File: config.mk
export PLATFORM = sky130hd
export DESIGN_NAME = fifo_uart_tx_flat
export DESIGN_NICKNAME = d
export VERILOG_FILES = /design/src/rtl/fifo_uart_tx_if.sv /design/src/rtl/fifo_uart_tx.sv /design/src/flat_wrapper.sv
export SDC_FILE = /design/constraint.sdc
export NUM_CORES = 1
export LEC_CHECK = 0
export ABC_AREA = 1
export CORE_ASPECT_RATIO = 0.6
export CORE_UTILIZATION = 45
export CTS_CLUSTER_DIAMETER = 100
export DETAILED_ROUTE_END_ITERATION = 8
export GPL_ROUTABILITY_DRIVEN = 0
export PLACE_DENSITY = 0.74
export SYNTH_ARGS = -nofsm -noshare
export SYNTH_HDL_FRONTEND = slang
export SYNTH_SLANG_ARGS = --single-unit
export TNS_END_PERCENT = 1
File: constraint.sdc
create_clock -name clock -period 2.9 [get_ports clock]
set_input_delay 0.29 -clock clock [delete_from_list [all_inputs] [get_ports clock]]
set_output_delay 0.29 -clock clock [all_outputs]
set_load 0.01 [all_outputs]
File: src/rtl/fifo_uart_tx_if.sv
// FIFO-side bundle for the UART drain stage: empty/data in, read strobe and serial line out.
// Latency: pure wiring, none.
// Backpressure: none here; the drain stage paces itself off empty and its own frame timer.
interface fifo_uart_tx_if;
   logic       en;
   logic       empty;
   logic [7:0] fifo_data;
   logic       rd;
   logic       tx;
   logic       busy;
   logic       frame_done;

   // master: the drain stage, which owns the read strobe and the serial line
   modport master (
      input  en,
      input  empty,
      input  fifo_data,
      output rd,
      output tx,
      output busy,
      output frame_done
   );

   // slave: the FIFO / controller side that feeds the drain stage
   modport slave (
      output en,
      output empty,
      output fifo_data,
      input  rd,
      input  tx,
      input  busy,
      input  frame_done
   );
endinterface

File: src/rtl/fifo_uart_tx.sv
// Drains bytes from an upstream FIFO and shifts each out as an 8N1 (optionally parity) UART frame.
// Latency: rd one cycle after empty=0 seen in IDLE; start bit two cycles after rd; frame (10+PARITY_EN)*CLKS_PER_BIT.
// Backpressure: only reads while en=1 and empty=0 in IDLE; a started frame always completes.
module fifo_uart_tx #(
   parameter int CLKS_PER_BIT = 10,
   parameter bit PARITY_EN    = 1'b0,
   parameter bit PARITY_ODD   = 1'b0
) (
   input  logic           clock,
   input  logic           rst,
   fifo_uart_tx_if.master bus
);

   // Baud counter is just wide enough to count 0..CLKS_PER_BIT-1.
   localparam int BW = (CLKS_PER_BIT > 2) ? $clog2(CLKS_PER_BIT) : 1;
   localparam logic [BW-1:0] BAUD_LAST = BW'(CLKS_PER_BIT - 1);
   localparam logic [BW-1:0] BAUD_PRE  = BW'(CLKS_PER_BIT - 2);

   typedef enum logic [2:0] {
      S_IDLE,
      S_REQ,
      S_LOAD,
      S_START,
      S_DATA,
      S_PARITY,
      S_STOP
   } state_t;

   state_t        r_state;
   logic [BW-1:0] r_baud;
   logic [2:0]    r_bit;
   logic [7:0]    r_shift;
   logic          r_par;
   logic          r_rd;
   logic          r_tx;
   logic          r_busy;
   logic          r_fd;

   logic          w_bit_end;

   assign w_bit_end = (r_baud == BAUD_LAST);

   // Frame sequencer: all outputs are registered and set on the transition into the state that owns them.
   always_ff @(posedge clock or posedge rst) begin
      if (rst) begin
         r_state <= S_IDLE;
         r_baud  <= '0;
         r_bit   <= '0;
         r_shift <= '0;
         r_par   <= 1'b0;
         r_rd    <= 1'b0;
         r_tx    <= 1'b1;
         r_busy  <= 1'b0;
         r_fd    <= 1'b0;
      end else begin
         r_fd <= 1'b0;
         unique case (r_state)
            S_IDLE: begin
               r_tx <= 1'b1;
               if (bus.en && !bus.empty) begin
                  r_state <= S_REQ;
                  r_rd    <= 1'b1;
                  r_busy  <= 1'b1;
                  r_baud  <= '0;
               end
            end
            // Single-cycle read strobe; empty is deliberately not re-checked here.
            S_REQ: begin
               r_rd    <= 1'b0;
               r_baud  <= '0;
               r_state <= S_LOAD;
            end
            // FIFO data is valid now; parity is precomputed so the parity bit needs no extra logic later.
            S_LOAD: begin
               r_shift <= bus.fifo_data;
               r_par   <= (^bus.fifo_data) ^ PARITY_ODD;
               r_tx    <= 1'b0;
               r_baud  <= '0;
               r_state <= S_START;
            end
            S_START: begin
               if (w_bit_end) begin
                  r_baud  <= '0;
                  r_bit   <= '0;
                  r_tx    <= r_shift[0];
                  r_state <= S_DATA;
               end else begin
                  r_baud <= r_baud + 1'b1;
               end
            end
            // LSB first: tx always shows shift[0]; the next bit is shift[1] before the shift lands.
            S_DATA: begin
               if (w_bit_end) begin
                  r_baud <= '0;
                  if (r_bit == 3'd7) begin
                     if (PARITY_EN) begin
                        r_tx    <= r_par;
                        r_state <= S_PARITY;
                     end else begin
                        r_tx    <= 1'b1;
                        r_state <= S_STOP;
                     end
                  end else begin
                     r_bit   <= r_bit + 1'b1;
                     r_shift <= {1'b0, r_shift[7:1]};
                     r_tx    <= r_shift[1];
                  end
               end else begin
                  r_baud <= r_baud + 1'b1;
               end
            end
            S_PARITY: begin
               if (w_bit_end) begin
                  r_baud  <= '0;
                  r_tx    <= 1'b1;
                  r_state <= S_STOP;
               end else begin
                  r_baud <= r_baud + 1'b1;
               end
            end
            // frame_done is raised one cycle early so the registered pulse lands on the last stop cycle.
            S_STOP: begin
               if (w_bit_end) begin
                  r_baud  <= '0;
                  r_busy  <= 1'b0;
                  r_state <= S_IDLE;
               end else begin
                  r_baud <= r_baud + 1'b1;
                  if (r_baud == BAUD_PRE) begin
                     r_fd <= 1'b1;
                  end
               end
            end
            default: begin
               r_rd    <= 1'b0;
               r_tx    <= 1'b1;
               r_busy  <= 1'b0;
               r_state <= S_IDLE;
            end
         endcase
      end
   end

   assign bus.rd         = r_rd;
   assign bus.tx         = r_tx;
   assign bus.busy       = r_busy;
   assign bus.frame_done = r_fd;

endmodule

File: src/flat_wrapper.sv
// flat-port wrapper written by rule: the top's interface ports become plain ports
module fifo_uart_tx_flat 
#(
   parameter int CLKS_PER_BIT = 10,
   parameter bit PARITY_EN    = 1'b0,
   parameter bit PARITY_ODD   = 1'b0
)
  (clock, rst, bus_en, bus_empty, bus_fifo_data, bus_rd, bus_tx, bus_busy, bus_frame_done);
  fifo_uart_tx_if bus_i ();
  input  logic clock;
  input  logic rst;
  input wire logic [$bits(bus_i.en)-1:0] bus_en;
  input wire logic [$bits(bus_i.empty)-1:0] bus_empty;
  input wire logic [$bits(bus_i.fifo_data)-1:0] bus_fifo_data;
  output wire logic [$bits(bus_i.rd)-1:0] bus_rd;
  output wire logic [$bits(bus_i.tx)-1:0] bus_tx;
  output wire logic [$bits(bus_i.busy)-1:0] bus_busy;
  output wire logic [$bits(bus_i.frame_done)-1:0] bus_frame_done;
  assign bus_i.en = bus_en;
  assign bus_i.empty = bus_empty;
  assign bus_i.fifo_data = bus_fifo_data;
  assign bus_rd = bus_i.rd;
  assign bus_tx = bus_i.tx;
  assign bus_busy = bus_i.busy;
  assign bus_frame_done = bus_i.frame_done;
  fifo_uart_tx #(.CLKS_PER_BIT(CLKS_PER_BIT), .PARITY_EN(PARITY_EN), .PARITY_ODD(PARITY_ODD)) u_core (.clock(clock), .rst(rst), .bus(bus_i));
endmodule
Word-level counts from Yosys, hierarchy flattened
Index checks and enable logic that the tools add are counted.
{"block": "totals", "regBits": 22, "output_inout_bits": 4, "word_cells": 75}
{"block": "op_classes", "n_addsub": 2, "n_eq_ne": 16, "mux": 28, "n_bitwise": 3, "n_reduce_logical": 18}
{"cell": "$mux 3", "n": 8}
{"cell": "$pmux 3 s7", "n": 1}
{"cell": "$mux 8", "n": 2}
{"cell": "$pmux 8 s2", "n": 1}
{"cell": "$eq 3x3->1 const B", "n": 4}
{"cell": "$ne 2x1->1 const B", "n": 6}
{"cell": "$pmux 4 s3", "n": 1}
{"cell": "$reduce_or 5->1", "n": 2}
{"cell": "$mux 1", "n": 9}
{"cell": "$eq 4x4->1 const B", "n": 2}
{"cell": "$mux 4", "n": 2}
{"cell": "$reduce_and 4->1", "n": 2}
{"cell": "$eq 3x2->1 const B", "n": 2}
{"cell": "$pmux 3 s2", "n": 1}
{"cell": "$reduce_and 3->1", "n": 2}
{"cell": "$reduce_and 6->1", "n": 1}
{"cell": "$pmux 1 s5", "n": 1}
{"cell": "$add 4x1->4 const B", "n": 1}
{"cell": "$reduce_and 2->1", "n": 2}
{"cell": "$reduce_bool 2->1", "n": 2}
{"cell": "$reduce_or 2->1", "n": 2}
{"cell": "$reduce_or 4->1", "n": 1}
{"cell": "$add 3x1->3 const B", "n": 1}
{"cell": "$eq 3x1->1 const B", "n": 1}
{"cell": "other kinds (8)", "n": 10}

Longest topological paths before layout
Gate-level depths: netlist of the first run.
{"block": "depth", "depth_word": 4, "mapped_depth": 10}

Worst setup path before layout of the first run
No wires, ideal clock.
{"block": "synth_timing", "path_type": "reg2reg", "from": "reg u_core.r_bit[0]", "to": "reg u_core.r_shift[7]", "setup_time_ns": 0.125, "arrival_time_ns": 1.285, "path_slack_ns": 1.490, "path_stages_with_launch": 8, "n_path_buf": 1, "cell_sequence": "dfrtp_1 ha_1 ha_1 inv_1 nand3_2 o21ai_4 buf_6 o22ai_1"}
{"block": "synth_via", "elab_chain_len": 3}
{"element": "from (decl)", "line": "fifo_uart_tx.sv:31", "text": "logic [2:0] r_bit;"}
{"element": "from (signal assigned)", "line": "fifo_uart_tx.sv:104", "text": "r_bit <= r_bit + 1'b1;"}
{"element": "$eq 3x3->1", "line": "fifo_uart_tx.sv:95", "text": "if (r_bit == 3'd7) begin"}
{"element": "$ne 2x2->1 (no source line)"}
{"element": "$reduce_and 3->1 (no source line)"}
{"element": "to (signal assigned)", "line": "fifo_uart_tx.sv:75", "text": "r_shift <= bus.fifo_data;"}
{"element": "to (signal assigned)", "line": "fifo_uart_tx.sv:105", "text": "r_shift <= {1'b0, r_shift[7:1]};"}
{"element": "to (decl)", "line": "fifo_uart_tx.sv:32", "text": "logic [7:0] r_shift;"}
Every way passes these cells.
A chain may end at the register's enable or synchronous reset.

Final worst setup path of the first run
{"block": "layout_timing", "from": "reg u_core.r_baud[1]", "to": "reg u_core.r_shift[1]"}
{"block": "layout_via", "elab_chain_len": 3}
{"element": "from (decl)", "line": "fifo_uart_tx.sv:30", "text": "logic [BW-1:0] r_baud;"}
{"element": "from (signal assigned)", "line": "fifo_uart_tx.sv:88", "text": "r_baud <= r_baud + 1'b1;"}
{"element": "from (signal assigned)", "line": "fifo_uart_tx.sv:109", "text": "r_baud <= r_baud + 1'b1;"}
{"element": "from (signal assigned)", "line": "fifo_uart_tx.sv:118", "text": "r_baud <= r_baud + 1'b1;"}
{"element": "$eq 4x4->1", "line": "fifo_uart_tx.sv:41", "text": "assign w_bit_end = (r_baud == BAUD_LAST);"}
{"element": "$ne 2x1->1 (no source line)"}
{"element": "$reduce_and 3->1 (no source line)"}
Every way passes these cells.

==> reports/metrics.cfg, run 1 <==
[status]
status=complete, no violations

[final_layout]
fin_nets=201
area_delta_synth_final_pct=15.9
final_common_cell=nand2_1
fillCellCount=236
utilization_pct=57.2
drive_above_1_share_pct=6.59
n_antenna_cell=0
layout_common_cells=nand2_1 (47), inv_1 (23), dfrtp_1 (21)
layout.cells.non_filler=214

[placement]
dpl.cell_count=210
hpwl_um=2080
portBuffers=15

[floorplan]
coreArea_sq_um=2610
dieWidth_um=71.1
die_area_sq_um=3090
rows=14
chipHeight_um=43.4
initial_core_util_pct=49.3
io_pins=16

[critical_path]
path_class=flop to flop
worstPathCellList=inv_1 -> ha_1 -> nand3_1 -> o21ai_4 -> nand2_1 -> o21ai_1
crit_path_start_kind=flop
critical_path_required_ns=3.08
path_max_fanout=15
r2r_start=u_core.r_baud[1]
critPathBufInv=1
crit_slowest_cell=o21ai_4
ff2ff_path_depth=6
r2r_slack_ns=1.07
cpPeakStageDelay_ns=0.47
endpoint_kind=flop
reg2reg_to=u_core.r_shift[1]
crit_arrival_ns=2.01
crit_family=compound AO/OA/AOI/OAI gates

[sta]
tns_ns=0
hold_violations=0
finalSetupViolCount=0
skew_ns=0.00179
fmax_mhz=546
period_needed_ns=1.83
hold_slack_ns=0.473
rsz0062_at_grt=false
fin_crit_sh_pct=63.1
slew_viol_final=0
relSlewSlack_pct=44.4
worst-slew-pin-transition_ns=0.832

[power]
p_sw_w=0.000116
max-vdd-ir-drop_mv=0.220
total_power_w=0.000566
p_int_w=0.000450
sw_frac_of_total_pct=20.5
p_comb_share_pct=5.4
power_frac_seq_pct=55.3
p_leak_nw=0.744
powerDensity_nw_per_um2=379
power.clock.fraction_pct=39.3

[clock_tree]
cts_resized=0
cts.sinks=22
cts_made_buffers=3
clk_latency_ns=0.27
post_cts_buffers=0
cts_buffer_depth=2
cts_root_buf=clkbuf_8
postCtsHoldBufs=0
cts_tree=done
cts.clk_slew.worst_paths_ns=0.08
htree_num_levels=1

[worst_hold_path]
hp-class=flop to flop
min_from=u_core.bus.tx
whs_path_depth=2
min_to=u_core.bus.tx

[detailed_routing]
drc=0
vias_per_cell=5.36
vias=1148
dr.pass1.iters=4
wl_um=2710
wl_per_cell_um=12.7
ant_nets=0
drt_iter0_markers=55

[logic_synthesis]
synth_warnings=0
ys_ff_latch=22
yosysSeqAreaShare_pct=42.9
synthSimpleGateAreaFrac_pct=27.2
synth_xor_area_share_pct=0.680
synthMuxAreaShare_pct=0
avgSynthCellArea_sq_um=7.66
synth_top_family_by_area=simple AND/OR/NAND/NOR gates
syn_inst=168
synth_compound_gate_area_share_pct=13.0
yosys.area_share.adder_pct=5.83
syn_area_sq_um=1290
syn-num-nets=186
yosysUniqueCellTypes=25

[global_route]
grt_pass1_vias=1068
grt_start_max_net_pins=23
gr-usage-all-layers_pct=20.4
grt_pass1_wl_um=4710
antenna_found_initial=0
grt_overflow_total=0

[flow_run]
cap_violations=0

==> kinds of logic (layout without fill, tap and decap cells) <==
group	after synthesis	in the layout
AO/OA/AOI/OAI	30	30
XOR/XNOR	1	1
AND/OR/NAND/NOR	79	79
buffers and inverters	30	44
adder cells (fa/ha/maj)	6	6
flip-flops	22	22
==> cell type report <==
class                           count  area, sq um  share of cell area, %
Inverter                           25         93.8                   6.29
Clock buffer                        4         55.1                   3.69
Multi-Input combinational cell    116          602                   40.3
Timing Repair Buffer               15          150                   10.1
Tap cell                           32         40.0                   2.68
Sequential cell                    22          552                   37.0
==> cell usage after synthesis <==
master,n,share of area [%]
o21ai_4,1,1.3
buf_4,1,0.58
nand3_2,2,1.6
nand3_1,18,7.0
nand4_1,2,0.97
ha_1,6,5.8
nand2_2,1,0.49
o21ai_0,14,5.4
nor3_1,1,0.39
a21oi_1,1,0.39
o21bai_1,1,0.58
buf_6,2,1.7
inv_1,23,6.7
dfstp_2,1,2.0
o21ai_1,11,4.3
nand2_1,47,14
nor2_1,6,1.7
o22ai_1,1,0.49
nor2_4,1,0.87
xor2_1,1,0.68
or2_1,1,0.49
inv_2,2,0.58
buf_2,2,0.78
dfrtp_1,21,41
o211ai_1,1,0.58
==> layer usage <==
layer / global-route usage (%) / share of wire, % / vias to the layer above
met2: 34.8 / 45 / 39
met4: 7.20 / 1.6 / 0
met1: 25.3 / 47 / 535
met3: 6.05 / 6.3 / 7
met5: 0 / 0 / -
li1: - / - / 567
==> worst reg2reg max path, stage by stage (launching register included) <==
cell and delay, ns:
dfrtp_1 0.41, inv_1 0.12, ha_1 0.16, nand3_1 0.34, o21ai_4 0.47, nand2_1 0.12
o21ai_1 0.13
==> metrics by stage <==
| step | worst slack (ns) | instance area, sq um |
|---|---|---|
| 3_3_place_gp | 1.29 | 1440 |
| 2_1_floorplan | 1.49 | 1290 |
| 4_1_cts | 1.09 | 1490 |
| 3_5_place_dp | 1.11 | 1440 |
| 6_report | 1.07 | 1490 |
| 5_1_grt | 0.960 | 1490 |
==> registers in the layout, summed over array words and instances, names as in the netlist <==
| signal | cells |
|---|---|
| u_core.bus.rd | 1 |
| u_core.r_state | 3 |
| u_core.r_shift | 8 |
| u_core.r_baud | 4 |
| u_core.bus.busy | 1 |
| u_core.bus.frame_done | 1 |
| u_core.bus.tx | 1 |
| u_core.r_bit | 3 |
==> power groups by stage <==
stage / clock network, W / registers (W) / logic [W]
3_3_place_gp: 0 / 0.000319 / 0.0000305
2_1_floorplan: 0 / 0.000319 / 0.0000113
6_report: 0.000222 / 0.000313 / 0.0000307
3_5_place_dp: 0 / 0.000319 / 0.0000313
4_1_cts: 0.000231 / 0.000313 / 0.0000312
5_1_grt: 0.000244 / 0.000313 / 0.0000350
==> worst max path at each step <==
stage / startpoint / end / slack [ns] / depth (start not counted)
after floorplan: u_core.r_bit[0] / u_core.r_shift[7] / 1.49 / 7
after global placement: u_core.r_baud[1] / u_core.r_shift[1] / 1.29 / 6
after detailed placement: u_core.r_baud[1] / u_core.r_shift[1] / 1.11 / 6
after CTS: u_core.r_baud[1] / u_core.r_shift[1] / 1.09 / 6
after global routing: u_core.r_baud[1] / u_core.r_shift[1] / 0.96 / 6
final: u_core.r_baud[1] / u_core.r_shift[1] / 1.07 / 6
No activity file was read; power rests on OpenSTA's default activity.
==> run 2: changes to the inputs <==
- clock period: 2.9 -> 1.7 ns (I/O delays scaled with it)
==> reports/metrics.cfg, run 2 (synthesized netlist as in run 1, its figures left out) <==
[global_route]
grt_pass1_wl_um=4440  ; -5.7%
grt_start_max_net_pins=23  ; unchanged
antenna_found_initial=0  ; unchanged
grt_overflow_total=0  ; unchanged
grt_pass1_vias=984  ; -7.9%
gr-usage-all-layers_pct=19.1  ; -1.3 points

[floorplan]
coreArea_sq_um=2610  ; unchanged
die_area_sq_um=3090  ; unchanged
io_pins=16  ; unchanged
initial_core_util_pct=49.3  ; unchanged
rows=14  ; unchanged
chipHeight_um=43.4  ; unchanged
dieWidth_um=71.1  ; unchanged

[detailed_routing]
vias=1111  ; -3.2%
vias_per_cell=5.12  ; -4.6%
wl_per_cell_um=11.7  ; -7.5%
wl_um=2540  ; -6.2%
ant_nets=0  ; unchanged
dr.pass1.iters=4  ; unchanged
drc=0  ; unchanged
drt_iter0_markers=91  ; +65%

[final_layout]
seqCellArea_sq_um=552  ; unchanged
layout.cells.non_filler=217  ; +1.4%
fillCellCount=221  ; -6.4%
n_antenna_cell=0  ; unchanged
multi_input_area_sq_um=607  ; +0.83%
top_register=u_core.r_shift
area_delta_synth_final_pct=19.0
largest_reg_flops=8  ; unchanged
final_common_cell=nand2_1
layout_common_cells=nand2_1 (47), inv_1 (23), dfrtp_1 (21)
fin_nets=204  ; +1.5%
drive_above_1_share_pct=8.11  ; +1.5 points
top_regs=u_core.r_shift: 8 flops, u_core.r_baud: 4 flops
utilization_pct=58.7  ; +1.5 points

[critical_path]
crit_arrival_ns=1.68  ; -0.33 ns
r2r_slack_ns=0.17  ; -0.90 ns
cpPeakStageDelay_ns=0.58  ; +0.11 ns
crit_path_start_kind=flop
ff2ff_path_depth=7  ; +1
r2r_start=u_core.r_state[2]
crit_slowest_cell=dfrtp_1
crit_start=u_core.r_state[2]
path_max_fanout=9  ; -6
worst-path-stages=7  ; +1
crit_family=flip-flops
critical_path_required_ns=1.84  ; -1.24 ns
path_class=flop to flop
critPathBufInv=2  ; +1
worstPathCellList=inv_2 -> nand3_1 -> nand2_1 -> inv_1 -> nand2_1 -> nand3_1 -> o21ai_0
endpoint_kind=flop

[clock_tree]
postCtsHoldBufs=0  ; unchanged
cts.sinks=22  ; unchanged
clk_latency_ns=0.26  ; about the same
cts.clk_slew.worst_paths_ns=0.08  ; about the same
cts_tree=done
cts_made_buffers=3  ; unchanged
cts_root_buf=clkbuf_8
htree_num_levels=1  ; unchanged
cts_buffer_depth=2  ; unchanged

[status]
status=complete, no violations

[sta]
setup_slack_ns=0.167  ; -0.903 ns
period_needed_ns=1.53  ; -0.297 ns
relSlewSlack_pct=74.5  ; +30 points
hold_violations=0  ; unchanged
slew_viol_final=0  ; unchanged
fin_crit_sh_pct=90.2  ; +27 points
skew_ns=0.00182  ; +0.0000306 ns
rsz0062_at_grt=false
finalSetupViolCount=0  ; unchanged
fmax_mhz=652  ; +19%
worst-slew-pin-transition_ns=0.382  ; -0.450 ns
tns_ns=0  ; unchanged

[worst_hold_path]
hp-class=primary input to asynchronous set/reset pin

[power]
total_power_w=0.000961  ; +70%
powerDensity_nw_per_um2=627  ; +65%
max-vdd-ir-drop_mv=0.411  ; +87%
p_leak_nw=0.761  ; +2.4%

[placement]
hpwl_um=1910  ; -8.3%
portBuffers=15  ; unchanged
dpl.cell_count=212  ; +0.95%
dpl_worst_slack_ns=0.130  ; -0.976 ns

[flow_run]
cap_violations=0  ; unchanged

[run 2: power breakdown]
part	switching, W	internal [W]
combinational	0.0000219	0.0000315
sequential	0.00000305	0.000531
clock	0.000167	0.000207
total	0.000192	0.000769
[run 2: what timing repair did]
action | in CTS | in global routing
endpoints found under the setup margin | 0 | 7
gates resized for setup | 0 | 1
setup buffers | 0 | 1
endpoints found under the hold margin | 0 | 0
[run 2: area by class of cell]
type / count / share of cell area, %
multi-input cells: 116 / 39.6
repair buffers: 18 / 12.1
inverters: 25 / 6.12
flip-flops and latches: 22 / 36.0
well taps: 32 / 2.61
clock buffers: 4 / 3.59
[run 2: final timing paths]
check                                         end
min in group clock              u_core.r_shift[7]
worst min-delay path            u_core.r_state[0]
worst min register to register    u_core.bus.busy
worst max register to register   u_core.r_baud[0]
worst max-delay path             u_core.r_baud[0]
max in group asynchronous           u_core.bus.tx
[run 2: routing by layer]
| layer | up-vias | global-route usage (%) | wire, um |
|---|---|---|---|
| li1 | 575 | - | - |
| met1 | 509 | 26.2 | 1290 |
| met2 | 22 | 29.8 | 1120 |
| met3 | 5 | 5.58 | 107 |
| met4 | 0 | 6.00 | 30 |
| met5 | - | 0 | 0 |
[run 2: metrics by stage]
step	cell area, sq um	hold slack [ns]
after floorplan	1290	0.158
after global placement	1450	0.450
after detailed placement	1450	0.457
after CTS	1510	0.243
after global routing	1530	0.277
final	1530	0.235
[run 2: worst register-to-register path, cell delays in order (launching register included)]
cell and delay (ns):
dfrtp_1 0.58, inv_2 0.16, nand3_1 0.15, nand2_1 0.14, inv_1 0.10, nand2_1 0.11, nand3_1 0.09, o21ai_0 0.08
==> run 3: changes to the inputs <==
- CORE_MARGIN: unset -> 2
==> reports/metrics.cfg, run 3 (synthesized netlist as in run 1, its figures left out) <==
[status]
status=complete, no violations

[power]
p_comb_share_pct=5.6  ; about the same
p_leak_nw=0.760  ; -0.11%
p_sw_w=0.000202  ; +5.4%
p_int_w=0.000769  ; about the same
power_frac_seq_pct=54.9  ; -0.7 points
powerDensity_nw_per_um2=634  ; +1.1%
total_power_w=0.000971  ; +1.1%
power.clock.fraction_pct=39.5  ; +0.6 points
sw_frac_of_total_pct=20.8  ; +0.84 points
max-vdd-ir-drop_mv=0.470  ; +14%

[final_layout]
final_common_cell=nand2_1
top_regs=u_core.r_shift: 8 flops, u_core.r_baud: 4 flops
seqCellArea_sq_um=552  ; unchanged
largest_reg_flops=8  ; unchanged
n_antenna_cell=0  ; unchanged
area_delta_synth_final_pct=19.0  ; unchanged
fin_nets=204  ; unchanged
layout_common_cells=nand2_1 (47), inv_1 (23), dfrtp_1 (21)
multi_input_area_sq_um=607  ; unchanged
fin_area_sq_um=1530  ; unchanged
top_register=u_core.r_shift
drive_above_1_share_pct=8.65  ; +0.54 points
fillCellCount=246  ; +11%

[sta]
period_needed_ns=1.55  ; +0.0157 ns
slew_viol_final=0  ; unchanged
worst-slew-pin-transition_ns=0.391  ; +0.00844 ns
hold_violations=0  ; unchanged
rsz0062_at_grt=false
finalSetupViolCount=0  ; unchanged
fin_crit_sh_pct=91.1  ; +0.92 points
tns_ns=0  ; unchanged
relSlewSlack_pct=74.0  ; -0.56 points
hold_slack_ns=0.229  ; -0.00659 ns
fmax_mhz=646  ; -1.0%
skew_ns=0.00190  ; +0.0000820 ns
setup_slack_ns=0.151  ; -0.0157 ns

[detailed_routing]
drc=0  ; unchanged
wl_per_cell_um=12.5  ; +7.0%
dr.pass1.iters=4  ; unchanged
ant_nets=0  ; unchanged
vias=1130  ; +1.7%
drt_iter0_markers=79  ; -13%
wl_um=2720  ; +7.0%
vias_per_cell=5.21  ; +1.7%

[floorplan]
rows=14  ; unchanged
initial_core_util_pct=49.3  ; unchanged
coreArea_sq_um=2610  ; unchanged
io_pins=16  ; unchanged
chipHeight_um=45.4  ; +4.6%
die_area_sq_um=3320  ; +7.5%
dieWidth_um=73.1  ; +2.8%

[critical_path]
worstPathCellList=ha_1 -> ha_1 -> inv_1 -> nand3_2 -> o21ai_4 -> buf_12 -> nand2_1 -> o21ai_1
path_max_fanout=15  ; +6
critical_path_required_ns=1.90  ; +0.06 ns
cpPeakStageDelay_ns=0.40  ; -0.18 ns
crit_top_cell=ha_1
crit_slowest_cell=dfrtp_1
endpoint_kind=flop
crit_arrival_ns=1.75  ; +0.07 ns
crit_family=adder cells
critPathBufInv=2  ; unchanged
crit_path_start_kind=flop
path_class=flop to flop

[flow_run]
cap_violations=0  ; unchanged

[clock_tree]
cts.clk_slew.worst_paths_ns=0.08  ; about the same
cts_buffer_depth=2  ; unchanged
htree_num_levels=1  ; unchanged
cts.sinks=22  ; unchanged
cts_tree=done
postCtsHoldBufs=0  ; unchanged
clk_latency_ns=0.26  ; about the same
cts_root_buf=clkbuf_8
cts_made_buffers=3  ; unchanged

[placement]
dpl_worst_slack_ns=0.0842  ; -0.0458 ns
hpwl_um=1980  ; +3.7%
portBuffers=15  ; unchanged
placed_cell_area_sq_um=1450  ; unchanged

[global_route]
gr-usage-all-layers_pct=17.7  ; -1.4 points
grt_overflow_total=0  ; unchanged
antenna_found_initial=0  ; unchanged
grt_pass1_vias=991  ; +0.71%
grt_pass1_wl_um=4370  ; -1.6%
grt_start_max_net_pins=23  ; unchanged

[worst_hold_path]
hp-class=primary input to asynchronous set/reset pin

[run 3: cell count changes in the layout (fill, tap and decap cells not counted)]
| cell | change |
|---|---|
| nand3_2 | +1 |
| nand2_2 | +1 |
| nand2_4 | -1 |
| nand3_1 | -1 |
[run 3: worst register-to-register path: stages, from the launching register on]
cell and delay (ns):
dfrtp_1 0.40, ha_1 0.23, ha_1 0.18, inv_1 0.08
nand3_2 0.12, o21ai_4 0.19, buf_12 0.15, nand2_1 0.06
o21ai_1 0.07
[run 3: cell type report]
cell class / count / area share, %
Multi-Input combinational cell: 116 / 39.6
Tap cell: 32 / 2.61
Clock buffer: 4 / 3.59
Timing Repair Buffer: 18 / 12.1
Sequential cell: 22 / 36.0
Inverter: 25 / 6.12
[run 3: through the flow]
step | instances | utilization [%]
floorplan | 168 | -
global placement | 212 | 55.7
detailed placement | 212 | 55.7
CTS | 216 | 57.8
global route | 217 | 58.7
finish | 217 | 58.7
[run 3: final timing paths]
check | from | to | slack (ns) | depth (start not counted)
worst min register to register | u_core.bus.tx | u_core.bus.tx | 0.46 | 2
worst max register to register | u_core.r_bit[0] | u_core.r_shift[6] | 0.15 | 8
max in group asynchronous | rst | u_core.bus.tx | 1.19 | 3
min in group clock | u_core.bus.tx | u_core.bus.tx | 0.46 | 2
worst max-delay path | u_core.r_bit[0] | u_core.r_shift[6] | 0.15 | 8
worst min-delay path | rst | u_core.bus.busy | 0.23 | 3
[run 3: timing repair]
| item | in CTS | in global routing |
|---|---|---|
| setup buffers | 0 | 1 |
| setup endpoints to repair | 0 | 13 |
| resized for setup | 0 | 1 |
[run 3: per-layer routing]
| metal | global-route usage [%] | share of wire, % | vias up |
|---|---|---|---|
| li1 | - | - | 574 |
| met1 | 24.9 | 48 | 518 |
| met2 | 27.7 | 46 | 36 |
| met3 | 5.09 | 5.9 | 2 |
| met4 | 3.70 | 0.44 | 0 |
| met5 | 0 | 0 | - |
[run 3: power by group through the flow]
stage	Clock (W)	Combinational, W	Sequential [W]
floorplan	0	0.0000193	0.000544
global placement	0	0.0000544	0.000544
CTS	0.000393	0.0000551	0.000534
global route	0.000414	0.0000601	0.000535
finish	0.000384	0.0000539	0.000534
detailed placement	0	0.0000545	0.000544
